## src/rtl/uart_bus_host.sv

```systemverilog
`default_nettype none
// ============================================================================
// Module   : uart_bus_host
// Purpose  : Bus initiator for uart_top. It polls the status register, writes
//            buffered TX bytes and reads RX bytes out onto a valid/ready stream.
// Option   : UART_HOST_POLL_EN adds a periodic status poll every POLL_CYC clocks.
// Revision : 1.0
// ============================================================================
module uart_bus_host #(
  parameter int         ACC_CYC     = 2,
  parameter logic [2:0] TX_ADDR     = 3'd0,
  parameter logic [2:0] RX_ADDR     = 3'd0,
  parameter logic [2:0] STAT_ADDR   = 3'd5,
  parameter int         RXRDY_BIT   = 0,
  parameter int         TXEMPTY_BIT = 5,
  parameter int         POLL_CYC    = 1000
) (
  input  logic       clk,
  input  logic       rst,
  output logic [2:0] addr_o,
  output logic       cs_o,
  output logic       nrw_o,
  output logic [7:0] datin_o,
  input  logic [7:0] datout_i,
  input  logic       int_i,
  input  logic [7:0] tx_data_i,
  input  logic       tx_valid_i,
  output logic       tx_ready_o,
  output logic [7:0] rx_data_o,
  output logic       rx_valid_o,
  input  logic       rx_ready_i
);

  localparam int               c_cnt_w    = (ACC_CYC > 1) ? $clog2(ACC_CYC) : 1;
  localparam logic [c_cnt_w-1:0] c_cnt_last = c_cnt_w'(ACC_CYC - 1);
  localparam logic [c_cnt_w-1:0] c_cnt_one  = c_cnt_w'(1);

  typedef enum logic [2:0] {
    S_IDLE     = 3'd0,
    S_STAT_ACC = 3'd1,
    S_STAT_GAP = 3'd2,
    S_RX_ACC   = 3'd3,
    S_RX_GAP   = 3'd4,
    S_TX_ACC   = 3'd5,
    S_TX_GAP   = 3'd6
  } state_t;

  state_t             state_q, state_d;
  logic [c_cnt_w-1:0] cnt_q, cnt_d;
  logic [2:0]         addr_q, addr_d;
  logic               cs_q, cs_d;
  logic               nrw_q, nrw_d;
  logic [7:0]         datin_q, datin_d;
  logic [7:0]         samp_q, samp_d;
  logic [7:0]         tx_buf_q, tx_buf_d;
  logic               tx_ready_q, tx_ready_d;
  logic [7:0]         rx_data_q, rx_data_d;
  logic               rx_valid_q, rx_valid_d;

  logic w_poll_pend;
  logic w_int_req;
  logic w_idle_start;
  logic w_acc_last;

  // int is level-sensitive and masked while a received byte is still unconsumed
  assign w_int_req    = int_i & ~rx_valid_q;
  assign w_idle_start = (state_q == S_IDLE) & (w_int_req | ~tx_ready_q | w_poll_pend);
  assign w_acc_last   = (cnt_q == c_cnt_last);

`ifdef UART_HOST_POLL_EN
  logic [11:0] poll_cnt_q;
  logic        poll_pend_q;

  always_ff @(posedge clk) begin
    if (rst) begin
      poll_cnt_q  <= 12'd0;
      poll_pend_q <= 1'b0;
    end else if (poll_cnt_q == 12'(POLL_CYC - 1)) begin
      poll_cnt_q  <= 12'd0;
      poll_pend_q <= 1'b1;
    end else begin
      poll_cnt_q <= poll_cnt_q + 12'd1;
      if (w_idle_start) begin
        poll_pend_q <= 1'b0;
      end
    end
  end

  assign w_poll_pend = poll_pend_q;
`else
  assign w_poll_pend = 1'b0;
`endif

  always_ff @(posedge clk) begin
    if (rst) begin
      state_q    <= S_IDLE;
      cnt_q      <= '0;
      addr_q     <= 3'd0;
      cs_q       <= 1'b0;
      nrw_q      <= 1'b0;
      datin_q    <= 8'd0;
      samp_q     <= 8'd0;
      tx_buf_q   <= 8'd0;
      tx_ready_q <= 1'b1;
      rx_data_q  <= 8'd0;
      rx_valid_q <= 1'b0;
    end else begin
      state_q    <= state_d;
      cnt_q      <= cnt_d;
      addr_q     <= addr_d;
      cs_q       <= cs_d;
      nrw_q      <= nrw_d;
      datin_q    <= datin_d;
      samp_q     <= samp_d;
      tx_buf_q   <= tx_buf_d;
      tx_ready_q <= tx_ready_d;
      rx_data_q  <= rx_data_d;
      rx_valid_q <= rx_valid_d;
    end
  end

  always_comb begin
    state_d    = state_q;
    cnt_d      = cnt_q;
    addr_d     = addr_q;
    cs_d       = cs_q;
    nrw_d      = nrw_q;
    datin_d    = datin_q;
    samp_d     = samp_q;
    tx_buf_d   = tx_buf_q;
    tx_ready_d = tx_ready_q;
    rx_data_d  = rx_data_q;
    rx_valid_d = rx_valid_q;

    // Stream handshakes run independently of the bus FSM
    if (tx_valid_i && tx_ready_q) begin
      tx_buf_d   = tx_data_i;
      tx_ready_d = 1'b0;
    end
    if (rx_valid_q && rx_ready_i) begin
      rx_valid_d = 1'b0;
    end

    case (state_q)
      S_IDLE: begin
        if (w_idle_start) begin
          state_d = S_STAT_ACC;
          cs_d    = 1'b1;
          addr_d  = STAT_ADDR;
          nrw_d   = 1'b0;
          datin_d = 8'd0;
          cnt_d   = '0;
        end
      end

      S_STAT_ACC: begin
        if (w_acc_last) begin
          cs_d    = 1'b0;
          samp_d  = datout_i;
          state_d = S_STAT_GAP;
        end else begin
          cnt_d = cnt_q + c_cnt_one;
        end
      end

      S_STAT_GAP: begin
        // RX drains first so uart_top's receiver does not overrun behind a slow TX
        if (samp_q[RXRDY_BIT] && !rx_valid_q) begin
          state_d = S_RX_ACC;
          cs_d    = 1'b1;
          addr_d  = RX_ADDR;
          nrw_d   = 1'b0;
          datin_d = 8'd0;
          cnt_d   = '0;
        end else if (!tx_ready_q && samp_q[TXEMPTY_BIT]) begin
          state_d = S_TX_ACC;
          cs_d    = 1'b1;
          addr_d  = TX_ADDR;
          nrw_d   = 1'b1;
          datin_d = tx_buf_q;
          cnt_d   = '0;
        end else begin
          state_d = S_IDLE;
        end
      end

      S_RX_ACC: begin
        if (w_acc_last) begin
          cs_d    = 1'b0;
          samp_d  = datout_i;
          state_d = S_RX_GAP;
        end else begin
          cnt_d = cnt_q + c_cnt_one;
        end
      end

      S_RX_GAP: begin
        rx_data_d  = samp_q;
        rx_valid_d = 1'b1;
        state_d    = S_IDLE;
      end

      S_TX_ACC: begin
        if (w_acc_last) begin
          cs_d    = 1'b0;
          state_d = S_TX_GAP;
        end else begin
          cnt_d = cnt_q + c_cnt_one;
        end
      end

      S_TX_GAP: begin
        tx_ready_d = 1'b1;
        state_d    = S_IDLE;
      end

      default: begin
        state_d = S_IDLE;
        cs_d    = 1'b0;
      end
    endcase
  end

  assign addr_o     = addr_q;
  assign cs_o       = cs_q;
  assign nrw_o      = nrw_q;
  assign datin_o    = datin_q;
  assign tx_ready_o = tx_ready_q;
  assign rx_data_o  = rx_data_q;
  assign rx_valid_o = rx_valid_q;

endmodule
`default_nettype wire
```

## config.mk

```make
export PLATFORM = sky130hd
export DESIGN_NAME = uart_bus_host
export DESIGN_NICKNAME = d
export VERILOG_FILES = /design/src/rtl/uart_bus_host.sv
export SDC_FILE = /design/constraint.sdc
export NUM_CORES = 1
export LEC_CHECK = 0
export CAP_MARGIN = 0
export CORE_UTILIZATION = 46
export DETAILED_ROUTE_END_ITERATION = 8
export PLACE_DENSITY = 0.81
export SETUP_SLACK_MARGIN = 0.4
export SLEW_MARGIN = 30
export SYNTH_ARGS = -nofsm -noshare
export SYNTH_HDL_FRONTEND = slang
export SYNTH_SLANG_ARGS = --single-unit
export TNS_END_PERCENT = 1
```

## constraint.sdc

```tcl
create_clock -name clk -period 1.41 [get_ports clk]
set_input_delay 0.2115 -clock clk [delete_from_list [all_inputs] [get_ports clk]]
set_output_delay 0.2115 -clock clk [all_outputs]
set_load 0.01 [all_outputs]
```

### Word-level counts from Yosys, hierarchy flattened

Cells that the tools add are included.
Widths: inputs -> output; s select.

* register bits after elaboration: 43
* input bits: 21
* output and inout bits: 23
* logic and storage cells: 78

* $add $sub $neg: 1
* equal/unequal tests: 12
* muxes and demuxes: 29
* bitwise logic cells: 6
* reduce and logical (&&, ||, !) cells: 19

Operator list (count)
* $mux 3: 9
* $mux 8: 3
* $pmux 8 s2: 1
* $pmux 3 s5: 1
* $mux 1: 11
* $eq 3x3->1 const B: 3
* $ne 2x2->1 const B: 4
* $reduce_and 4->1: 2
* $eq 3x2->1 const B: 2
* $pmux 3 s2: 1
* $reduce_and 3->1: 2
* $reduce_or 2->1: 3
* $logic_and 1x1->1: 4
* $pmux 1 s4: 1
* $reduce_bool 2->1: 2
* $eq 3x1->1 const B: 1
* $logic_not 3->1: 1
* $ne 3x3->1 const B: 1
* $not 1->1: 3
* $pmux 1 s3: 1
* $reduce_bool 3->1: 1
* $reduce_or 3->1: 1
* $and 1x1->1: 2
* $logic_not 1->1: 2
* 5 further kinds: 5

### Logic depth before layout (Yosys ltp)

* depth in word-level cells: 6
* depth in mapped cells: 5
* gate-level depth less buffers: 4

### Worst setup path after synthesis

Ideal clock, no wire load.

* path type: register to register
* start: register rx_valid_q (netlist: rx_valid_o)
* end: register datin_q[0] (netlist: datin_o[0])
* library setup time: 0.117 ns
* arrival time: 1.167 ns
* required time: 1.293 ns
* path slack: 0.126 ns
* stages on the path, launching flop included: 5
* path buffers: 0
* clock period less this slack: 1.284 ns
* cell sequence: dfxtp_1 -> nand2b_4 -> a311oi_4 -> a21oi_4 -> a22o_1

* longest elaborated chain between the ends: 6
* elaborated cells on any way between the ends: 11
* those cells by class: eq/ne: 2; mux: 2; bitwise: 4; reduce/logical: 3

RTL lines
* start: declaration: RTL line 58 `logic rx_valid_q, rx_valid_d;`
* start signal: assignment: RTL line 118 `rx_valid_q <= rx_valid_d;`
* $not 1->1: RTL line 66 `assign w_int_req = int_i & ~rx_valid_q;`
* $and 1x1->1: RTL line 66
* $or 1x1->1: RTL line 67 `assign w_idle_start = (state_q == S_IDLE) & (w_int_req | ~tx_ready_q | w_poll_pend);`
* $and 1x1->1: RTL line 67
* $ne 2x2->1 (no source line)
* $reduce_and 3->1 (no source line)
* end signal: assignment: RTL line 113 `datin_q <= datin_d;`
* end: declaration: RTL line 53 `logic [7:0] datin_q, datin_d;`

Parallel ways exist; a longest one is shown, timed or not.
A chain may end at the register's enable or synchronous reset.

### Worst setup path after layout

* start: register state_q[1]
* end: register datin_q[5] (netlist: datin_o[5])

* longest elaborated chain between the ends: 4
* elaborated cells on any way between the ends: 8
* those cells by class: eq/ne: 3; mux: 1; bitwise: 1; reduce/logical: 3

RTL lines
* start: declaration: RTL line 48 `state_t state_q, state_d;`
* start signal: assignment: RTL line 108 `state_q <= state_d;`
* $logic_not 3->1: RTL line 67, 144
* $and 1x1->1: RTL line 67
* $ne 2x2->1 (no source line)
* $reduce_and 3->1 (no source line)

Parallel ways exist; a longest one is shown, timed or not.

==> results.py <==
metrics = {
    "worst_setup_path": {
        "crit_path_end_kind": "flop",
        "crit_arrival_ns": 1.56,
        "crit_path_max_fanout": 7,
        "worst-r2r-setup-slack_ns": 0.08,
        "crit_type": "reg -> reg",
        "cp_top_family": "compound AO/OA/AOI/OAI gates",
        "startpoint_type": "flop",
        "critPathRequiredTime_ns": 1.65,
        "rr_startpoint": "state_q[1]$_SDFFE_PP0P_",
        "r2r_end": "datin_o[5]$_SDFFE_PP0P_",
        "crit_buf_inv": 2,
        "ff2ff_path_depth": 5,
        "slowest_delay_ns": 0.41,
        "crit_slowest_cell": "dfxtp_4",
        "cp_cell_sequence": "inv_2 > a311oi_4 > buf_6 > a21oi_4 > a22o_1",
    },
    "power_and_ir_drop": {
        "power.internal_mw": 1.57,
        "swShare": 0.244,
        "seq_power_share": 0.590,
        "leakage_nw": 0.970,
        "peakVddDrop_v": 0.000534,
        "clockPowerShare": 0.285,
        "power_switching_mw": 0.505,
        "power_frac_comb": 0.125,
        "cellPowerDensity_nw_per_um2": 963,
    },
    "placed_design": {
        "gp_congestion": 0.758,
        "dpl_worst_slack_ns": -0.177,
        "placed_area_um2": 2070,
        "dp_hpwl_um": 2460,
        "portBuffers": 42,
    },
    "floorplan": {
        "pin_count": 44,
        "initial_core_util": 0.497,
        "core_um2": 3150,
        "chipHeight_um": 60.4,
        "die-area_um2": 3640,
        "row_count": 20,
        "dieWidth_um": 60.4,
    },
    "yosys": {
        "yosysTopAreaCellShare": 0.524,
        "ys_types": 31,
        "syn-instance-count": 158,
        "synth_async_sr_flop_share": 0,
        "synth_area_leader_cell": "dfxtp_1",
        "synth-seq-cells": 41,
        "yosysSeqAreaShare": 0.524,
        "avgSynthCellArea_um2": 9.91,
        "synth_edf_count": 0,
        "yosysWarningCount": 0,
        "synth.most_common_cell": "dfxtp_1",
        "yosys-top-cells-area": "dfxtp_1, mux2i_1, nor2_1",
        "synth_flop_cell": "dfxtp_1",
        "syn-num-nets": 179,
        "ys_top_cells_by_count": "dfxtp_1, nor2_1, mux2i_1, a21oi_1, nand2_1",
        "netlist_area_um2": 1570,
    },
    "final_layout": {
        "fin_nets": 231,
        "final_cell_area_um2": 2150,
        "area_delta_synth_final_pct": 37.4,
        "drive_gt1_frac": 0.167,
        "diodes": 0,
    },
    "routing": {
        "drt_first_iter_violations": 64,
        "dr.pass1.iters": 4,
        "vias": 1311,
        "postRouteAntennaNets": 0,
        "vias_per_cell": 5.16,
        "routed_wl_um": 3480,
        "routedWlPerCell_um": 13.7,
        "drcViolationCount": 0,
    },
    "sta": {
        "fin_crit_ns": 1.33,
        "layout_setup_ws_ns": 0.0843,
        "rsz0062_at_grt": "true",
        "drv_slew": 0,
        "fin_skew_ns": 0.0115,
        "timing.fmax_mhz": 754,
        "hold_viol_final": 0,
        "worst_pin_slew_ns": 0.496,
        "slew_headroom": 0.668,
        "final-setup-viol-count": 0,
        "fin_crit_sh": 0.940,
        "fin_hold_ws_ns": 0.424,
    },
    "clock_network": {
        "clock-sinks": 41,
        "cts_tree": "done",
        "clock_path_buffers": 2,
        "clk_latency_ns": 0.35,
        "cts_buffers": 5,
        "cts_hold_buf": 0,
        "clockRootBuffer": "clkbuf_4",
        "clk_pin_slew_worst_paths_ns": 0.12,
        "h-tree-depth": 2,
    },
    "min_path": {
        "hold_depth": 3,
        "worstHoldStart": "tx_data_i[7]",
        "hold_end": "tx_buf_q[7]$_SDFFE_PP0P_",
        "hold_path_class": "in -> reg",
    },
    "global_route": {
        "grt_pass1_vias": 1297,
        "grt_pass1_wl_um": 5580,
        "grt.overflow.total": 0,
        "grt_use_total": 0.206,
        "antenna_found_initial": 0,
        "grt_util_met3": 0.0341,
        "grt_max_degree": 14,
        "use_met1": 0.259,
        "top_usage_layer": "met2",
        "grt_use_met2": 0.341,
    },
    "run_status": {
        "outcome": "complete, no violations",
    },
    "job": {
        "drv_cap": 0,
    },
}
## cell usage in the layout, fill, tap and decap left out
master            n
clkbuf_8          1
nor2_4            2
dfxtp_4           1
nand2b_1          3
a32oi_1           1
dfxtp_2           4
a21oi_4           2
inv_1             2
nand3b_2          1
nor3b_2           2
buf_4            11
nand2b_4          1
nand3_2           1
clkbuf_4          5
clkdlybuf4s50_1  20
a21o_1            1
a22o_1            8
a22oi_1           2
buf_6             1
o21ai_0           2
mux2i_1          16
nand3_1           8
nand3b_1          1
a311oi_4          1
o21ai_1           1
inv_2             1
clkbuf_1          1
o22ai_1           1
dfxtp_1          36
nand2_1          11
dlygate4sd2_1    22
nor2b_1           2
a21oi_1          13
nor2_1           22
a211oi_2          1
and2_1            1
conb_1            1
## registers in the layout, indices dropped and copies added (netlist names)
name        cells
datin_o         8
rx_data_o       8
samp_q          8
tx_buf_q        8
state_q         3
addr_o          1
cnt_q           1
cs_o            1
nrw_o           1
rx_valid_o      1
tx_ready_o      1
## per-layer routing
metal	part of all wire	wire, um	vias up
li1	-	-	647
met1	0.44	1530	621
met2	0.50	1750	36
met3	0.033	115	7
met4	0.022	78	0
met5	0	0	-
## stage by stage
stage	util	std cells	total power, mW	setup TNS [ns]
3_3_place_gp	0.655	243	1.48	-1.33
2_1_floorplan	-	158	1.38	0
3_5_place_dp	0.655	243	1.49	-1.88
6_report	0.683	254	2.07	0
5_1_grt	0.683	254	2.16	0
4_1_cts	0.675	252	2.08	0
## power groups by stage
stage	registers, mW	logic [mW]	clock network [mW]
after detailed placement	1.25	0.245	0
after CTS	1.22	0.257	0.600
final	1.22	0.259	0.591
after global routing	1.23	0.282	0.648
after floorplan	1.24	0.136	0
after global placement	1.25	0.236	0
## repair_timing
action / CTS / global route
gates resized for setup: 28 / 3
setup buffers: 1 / 1
setup endpoints to repair: 62 / 63
hold endpoints to repair: 0 / 0
gates cloned: 1 / 1
pin swaps: 2 / 3
## logic make-up (layout without fill, tap and decap cells)
group | after synthesis | in the layout | share of synthesized area
flops | 41 | 41 | 0.524
compound gates | 32 | 33 | 0.155
simple gates | 54 | 55 | 0.173
other cells | 1 | 1 | 0.00239
buf+inv | 14 | 64 | 0.0439
mux | 16 | 16 | 0.102
## area by class of cell
class	count	area, um2
Fill cell	273	1000
Sequential cell	41	830
Multi-Input combinational cell	105	714
Timing Repair Buffer	54	487
Clock buffer	7	55.1
Tap cell	44	55.1
Inverter	3	11.3
## worst max-delay path by stage
stage | to | slack, ns | start | cells after the start
after floorplan | cnt_q$_SDFFE_PP0P_ | 0.20 | rx_valid_o$_SDFFE_PP0P_ | 4
after global placement | datin_o[3]$_SDFFE_PP0P_ | -0.12 | int_i | 5
after detailed placement | datin_o[6]$_SDFFE_PP0P_ | -0.18 | int_i | 5
after CTS | datin_o[5]$_SDFFE_PP0P_ | 0.07 | rx_valid_o$_SDFFE_PP0P_ | 5
after global routing | datin_o[1]$_SDFFE_PP0P_ | 0.01 | state_q[1]$_SDFFE_PP0P_ | 5
final | datin_o[5]$_SDFFE_PP0P_ | 0.08 | state_q[1]$_SDFFE_PP0P_ | 5
## worst register-to-register path: stages, from the launching register on
cell      delay, ns
dfxtp_4        0.41
inv_2          0.07
a311oi_4       0.29
buf_6          0.17
a21oi_4        0.08
a22o_1         0.21
(Power assumes the default switching activity.)
